$ cat src/rtl/cpu_sram_arbiter.sv
// Arbiter between the core's instruction-fetch and data sram-like channels and one
// single-port synchronous SRAM: data priority with an anti-starvation limit, one-cycle responses.
module cpu_sram_arbiter #(
  parameter int unsigned STARVE_MAX = 4
) (
  input  logic        clk,
  input  logic        reset,
  input  logic        inst_req,
  input  logic [31:0] inst_addr,
  input  logic        inst_cancel,
  output logic        inst_addr_ok,
  output logic        inst_data_ok,
  output logic [31:0] inst_rdata,
  input  logic        data_req,
  input  logic        data_wr,
  input  logic [1:0]  data_size,
  input  logic [31:0] data_addr,
  input  logic [31:0] data_wdata,
  output logic        data_addr_ok,
  output logic        data_data_ok,
  output logic [31:0] data_rdata,
  output logic        mem_en,
  output logic [3:0]  mem_we,
  output logic [31:0] mem_addr,
  output logic [31:0] mem_wdata,
  input  logic [31:0] mem_rdata
);

  localparam logic [3:0] STARVE_LIM = 4'(STARVE_MAX);

  logic       inst_ok_s;
  logic       grant_data_s;
  logic       grant_inst_s;
  logic       grant_any_s;
  logic [3:0] starve_cnt_r;
  logic       resp_valid_r;
  logic       resp_src_r;
  logic       resp_drop_r;

  // Byte lanes for a store; misaligned accesses are trapped upstream.
  function automatic logic [3:0] store_be(input logic [1:0] size, input logic [1:0] addr_lo);
    logic [3:0] be;
    case (size)
      2'b00:   be = 4'b0001 << addr_lo;
      2'b01:   be = addr_lo[1] ? 4'b1100 : 4'b0011;
      default: be = 4'b1111;
    endcase
    return be;
  endfunction

  // Grant decision: data wins unless inst has waited STARVE_MAX data grants.
  always_comb begin
    inst_ok_s    = 1'b0;
    grant_data_s = 1'b0;
    grant_inst_s = 1'b0;
    if (reset) begin
      inst_ok_s    = 1'b0;
      grant_data_s = 1'b0;
      grant_inst_s = 1'b0;
    end else begin
      inst_ok_s    = inst_req & ~inst_cancel;
      grant_data_s = data_req & ~(inst_ok_s & (starve_cnt_r == STARVE_LIM));
      grant_inst_s = inst_ok_s & ~grant_data_s;
    end
  end

  assign grant_any_s  = grant_data_s | grant_inst_s;
  assign inst_addr_ok = grant_inst_s;
  assign data_addr_ok = grant_data_s;
  assign mem_en       = grant_any_s;
  assign mem_addr     = grant_data_s ? data_addr : inst_addr;
  assign mem_wdata    = data_wdata;

  // Byte write enables, only for a granted store.
  always_comb begin
    mem_we = 4'b0000;
    if (grant_data_s & data_wr) begin
      mem_we = store_be(data_size, data_addr[1:0]);
    end else begin
      mem_we = 4'b0000;
    end
  end

  // Consecutive data grants while a fetch waits; saturates at the limit.
  always_ff @(posedge clk) begin
    if (reset) begin
      starve_cnt_r <= 4'd0;
    end else if (~inst_req | grant_inst_s) begin
      starve_cnt_r <= 4'd0;
    end else if (grant_data_s && (starve_cnt_r != STARVE_LIM)) begin
      starve_cnt_r <= starve_cnt_r + 4'd1;
    end else begin
      starve_cnt_r <= starve_cnt_r;
    end
  end

  // Single outstanding response slot, filled on every grant.
  always_ff @(posedge clk) begin
    if (reset) begin
      resp_valid_r <= 1'b0;
      resp_src_r   <= 1'b0;
      resp_drop_r  <= 1'b0;
    end else begin
      resp_valid_r <= grant_any_s;
      resp_src_r   <= grant_data_s;
      resp_drop_r  <= grant_inst_s & inst_cancel;
    end
  end

  // A flush in the response cycle swallows the fetch reply but still consumes the slot.
  assign data_data_ok = ~reset & resp_valid_r & resp_src_r;
  assign inst_data_ok = ~reset & resp_valid_r & ~resp_src_r & ~inst_cancel & ~resp_drop_r;
  assign data_rdata   = mem_rdata;
  assign inst_rdata   = mem_rdata;

endmodule

$ cat config.mk
export PLATFORM = sky130hd
export DESIGN_NAME = cpu_sram_arbiter
export DESIGN_NICKNAME = d
export VERILOG_FILES = /design/src/rtl/cpu_sram_arbiter.sv
export SDC_FILE = /design/constraint.sdc
export NUM_CORES = 1
export LEC_CHECK = 0
export CELL_PAD_IN_SITES_DETAIL_PLACEMENT = 1
export CELL_PAD_IN_SITES_GLOBAL_PLACEMENT = 2
export CORE_UTILIZATION = 10
export CTS_CLUSTER_SIZE = 12
export DETAILED_ROUTE_END_ITERATION = 10
export PLACE_DENSITY = 0.95
export SLEW_MARGIN = 20
export SYNTH_ARGS = -nofsm -noshare
export SYNTH_HDL_FRONTEND = slang
export SYNTH_SLANG_ARGS = --single-unit
export TNS_END_PERCENT = 1
$ cat constraint.sdc
create_clock -name clk -period 1.68 [get_ports clk]
set_input_delay 0.336 -clock clk [delete_from_list [all_inputs] [get_ports clk]]
set_output_delay 0.336 -clock clk [all_outputs]
set_load 0.005 [all_outputs]
## Word-level counts from Yosys, hierarchy flattened

Cells that the tools add are included.

| word-level totals | value |
|---|---|
| bits in registers | 7 |
| bits of input ports | 136 |

| cells by class | value |
|---|---|
| shift operators | 1 |
| reductions and logical operators | 3 |
| eq/ne operators | 3 |
| muxes and demuxes | 6 |
| add/sub/neg operators | 1 |
| bitwise gates (word level) | 20 |

Operators with widths:

| kind | count |
|---|---|
| 32-bit 2-to-1 mux | 1 |
| 1-bit bitwise AND | 11 |
| 4-bit 2-to-1 mux | 2 |
| 4-bit case mux with 2 select lines | 1 |
| 1-bit inverter | 7 |
| 4-bit by 1-bit adder with 4-bit output, second input constant | 1 |
| 4-bit by 3-bit equality test with 1-bit output, second input constant | 1 |
| 4-bit by 3-bit != test with 1-bit output, second input constant | 1 |
| 1-bit by 2-bit left shift with 4-bit output, first input constant | 1 |
| 2-bit by 1-bit equality test with 1-bit output, second input constant | 1 |
| 2-bit logical NOT | 1 |
| 1-bit 2-to-1 mux | 2 |
| 1-bit OR | 2 |
| 2-bit OR reduction | 1 |
| 1-bit logical AND | 1 |

## Longest topological paths before layout

| logic depth | value |
|---|---|
| depth after elaboration | 10 |
| mapped depth | 6 |
| depth with buffers taken out | 5 |

## Worst setup path after synthesis

No wires, ideal clock.

| path | value |
|---|---|
| path type | flip-flop to output port |
| start point | register starve_cnt_r[0] |
| end point | output mem_addr[10] |
| arrival | 1.509 ns |
| buffers on the path | 1 |
| cell stages (with the launch flop) | 7 |
| slack | -0.165 ns |
| cells stage by stage | dfxtp_1 inv_1 ha_1 nand3b_4 o21ai_4 buf_12 mux2_4 |

| on the way | value |
|---|---|
| word-level cells in the longest chain between the ends | 6 |

Ends and longest elaborated chain:

| what | RTL line | source |
|---|---|---|
| from (decl) | 35 | `logic [3:0] starve_cnt_r;` |
| from (signal assigned) | 91 | `starve_cnt_r <= starve_cnt_r + 4'd1;` |
| from (signal assigned) | 93 | `starve_cnt_r <= starve_cnt_r;` |
| 4-bit by 3-bit equality test with 1-bit output | 62 | `grant_data_s = data_req & ~(inst_ok_s & (starve_cnt_r == STARVE_LIM));` |
| 1-bit bitwise AND | 62 |  |
| 1-bit inverter | 62 |  |
| 1-bit bitwise AND | 62 |  |
| 1-bit 2-to-1 mux | 56 | `if (reset) begin` |
| 32-bit 2-to-1 mux | 71 | `assign mem_addr = grant_data_s ? data_addr : inst_addr;` |
| to (decl) | 24 | `output logic [31:0] mem_addr,` |

No other way between the ends.

## Worst setup path after layout

| path | value |
|---|---|
| start point | register starve_cnt_r[0] |
| end point | output mem_addr[15] |

Same word-level chain as after synthesis.

==> impl_metrics.env <==
export IMPL_drv_slew=0
export IMPL_wl_per_cell_um=15.0
export IMPL_finalPower_uw=1210
export IMPL_start_util=0.103
export IMPL_die_area_um2=17600
export IMPL_clk_pin_slew_ns=0.04
export IMPL_ant_nets=0
export IMPL_die_x_um=133
export IMPL_whs_path_depth=3
export IMPL_cts_tree="done"
export IMPL_violations="negative setup slack"
export IMPL_track_usage=0.0757
export IMPL_setup_slack_ns=-0.580
export IMPL_yosysWarnings=0
export IMPL_reg2reg_from="starve_cnt_r[0]"
export IMPL_std_cell_rows=47
export IMPL_max_cap_viol_count=0
export IMPL_cts_buffers=3
export IMPL_drive_gt1_frac=0.500
export IMPL_synth_distinct_cells=29
export IMPL_grt_pass1_vias=1620
export IMPL_reg2reg_depth=10
export IMPL_ioPinCount=273
export IMPL_synth_nets=327
export IMPL_drtPass1Iterations=3
export IMPL_antenna_cells=0
export IMPL_cts_sinks=7
export IMPL_cp_max_fo=4
export IMPL_fmax_ghz=0.442
export IMPL_skew_ns=0.00133
export IMPL_synth_mux_area_frac=0.278
export IMPL_vdd_ir_drop_max_mv=0.293
export IMPL_synth_top_family_by_area="buffers and inverters"
export IMPL_fin_util=0.171
export IMPL_avgSynthCellArea_um2=9.05
export IMPL_r2r_slack_ns=0.16
export IMPL_grt_max_degree=9
export IMPL_setup_violations=38
export IMPL_final_nets=383
export IMPL_cts_root_buf="clkbuf_16"
export IMPL_hpwlAfterDp_mm=5.35
export IMPL_tns_ns=-17.61
export IMPL_drt_total_wl_mm=6.95
export IMPL_hold_viol_final=0
export IMPL_ys_ff_latch=7
export IMPL_gp_congestion=0.733
export IMPL_synth_xor_area_share=0
export IMPL_timing_final_crit_period_ns=2.26
export IMPL_yosys_area_share_adder=0.0146
export IMPL_numPortBuffers=112
export IMPL_antenna_found_initial=0
export IMPL_critical_path_required_ns=1.34
export IMPL_vias_per_cell=3.06
export IMPL_leakage_uw=0.00128
export IMPL_htree_levels=1
export IMPL_period_share=1.35
export IMPL_power_density_nw_per_um2=423
export IMPL_min_from="reset"
export IMPL_hold_class="in -> reg"
export IMPL_ys_seq_area_frac=0.0819
export IMPL_syn_to_final_growth_pct=66.8
export IMPL_critPathCaptureType="primary output"
export IMPL_synth_simple_area_share=0.0768
export IMPL_synth_compound_area_frac=0.0724
export IMPL_synth_cells=189
export IMPL_die_y_um=133
export IMPL_fill_cells=1930
export IMPL_vias=1418
export IMPL_grt_overflow_total=0
export IMPL_grt_pass1_wl_mm=9.83
export IMPL_r2r_end="resp_src_r"
export IMPL_drc=0
export IMPL_rsz0062_at_grt="true"
export IMPL_start_kind="register"
export IMPL_crit_arrival_ns=1.92
export IMPL_critPathKind="reg -> out"
export IMPL_worstSkewPairLatency_ns=0.24
export IMPL_netlist_area_um2=1710
export IMPL_hold_end="resp_valid_r"
export IMPL_status="complete, but fails checks"
export IMPL_core_area_um2=16600
export IMPL_drt_iter0_markers=24
export IMPL_clockBufferDepth=2
## Yosys cell counts (all sizes together)
cell type	n	share of area
o221ai	1	0.0051
o32ai	1	0.0051
mux2i	1	0.0059
nand4	1	0.0037
nand3	2	0.0059
and2b	1	0.0051
o211ai	2	0.0088
dfxtp	7	0.082
nor2	4	0.0088
a21oi	8	0.023
nand2b	4	0.016
nand2	2	0.0044
and3b	1	0.0059
nand3b	2	0.016
mux2	32	0.27
o21ai	5	0.021
inv	8	0.018
nor2b	2	0.0073
conb	1	0.0022
buf	99	0.46
ha	2	0.015
o21a	1	0.0044
nor4	1	0.0037
a211oi	1	0.0044
## cell families after synthesis
family / Yosys count
adder cells (fa/ha/maj): 2
AND/OR/NAND/NOR: 20
multiplexers: 33
flip-flops: 7
buffers and inverters: 107
AO/OA/AOI/OAI: 19
other: 1
## stage by stage
step           instance area (um2)  setup WS, ns  cells  hold slack, ns
6_report                      2850        -0.580    464           0.552
3_5_place_dp                  2470        -0.870    438           0.627
2_1_floorplan                 1730       -0.0982    189           0.405
4_1_cts                       2910        -0.586    464           0.553
3_3_place_gp                  2470        -0.836    438           0.598
5_1_grt                       2850        -0.644    464           0.580
## worst max-delay path, stage by stage (launching register included)
cell and delay (ns):
dfxtp_2 0.31, inv_2 0.07, ha_4 0.15, nand3b_4 0.10, o21ai_4 0.15, buf_12 0.15, buf_16 0.12, buf_12 0.11
buf_6 0.10, mux2_4 0.29, buf_6 0.11
## final cells by class
cell class	instances	area, um2	share of cell area
inverter	8	30.0	0.0105
tap	220	275	0.0965
clock buffer	4	78.8	0.0276
sequential	7	143	0.0500
multi-input combinational	75	821	0.288
timing repair buffer	150	1510	0.528
## repair_timing
item | 4_1_cts | 5_1_grt
gates resized for setup | 160 | 16
hold buffers | 0 | 0
endpoints found under the setup margin | 41 | 39
setup buffers | 20 | 0
pin swaps | 5 | 0
cloned | 2 | 0
endpoints found under the hold margin | 0 | 0
## metal layers
metal	vias to the layer above	GRT usage	wire length (um)
met4	0	0.0345	233
met3	28	0.0295	672
met1	635	0.0824	2710
met5	-	0	0
li1	638	-	-
met2	117	0.129	3330
## registers in the layout (all words and copies together) (netlist names)
register	cells
resp_valid_r	1
resp_drop_r	1
resp_src_r	1
starve_cnt_r	4
## how the worst max path moves through the flow
stage | start | endpoint | slack (ns) | cells past startpoint
after floorplan | starve_cnt_r[1] | mem_addr[10] | -0.1 | 6
after global placement | reset | mem_addr[18] | -0.84 | 6
after detailed placement | reset | mem_addr[2] | -0.87 | 6
after CTS | starve_cnt_r[0] | data_addr_ok | -0.59 | 11
after global routing | starve_cnt_r[0] | mem_addr[15] | -0.64 | 10
final | starve_cnt_r[0] | mem_addr[15] | -0.58 | 10
## power breakdown
group          switching [uW]  internal, uW
sequential               4.04           173
clock                     101           317
combinational             185           425
## cells in the final DEF, fill, tap and decap left out, types with 2 or more instances in the layout
master,Yosys,layout
inv_2,0,2
o21ai_0,4,4
buf_6,0,23
nor2_1,4,2
nand3_1,2,2
nor2b_1,2,2
o211ai_1,2,2
dfxtp_2,0,2
clkdlybuf4s50_1,0,67
mux2_4,28,32
buf_12,3,8
buf_16,0,2
buf_4,96,24
inv_1,8,6
nand2_1,2,2
dlygate4sd2_1,0,9
clkbuf_2,0,13
a21oi_1,8,8
dfxtp_1,7,5
nand2b_4,0,2
nand2b_1,3,2
clkbuf_16,0,3
clkdlybuf4s15_1,0,2
No activity file was read; power rests on OpenSTA's default activity.
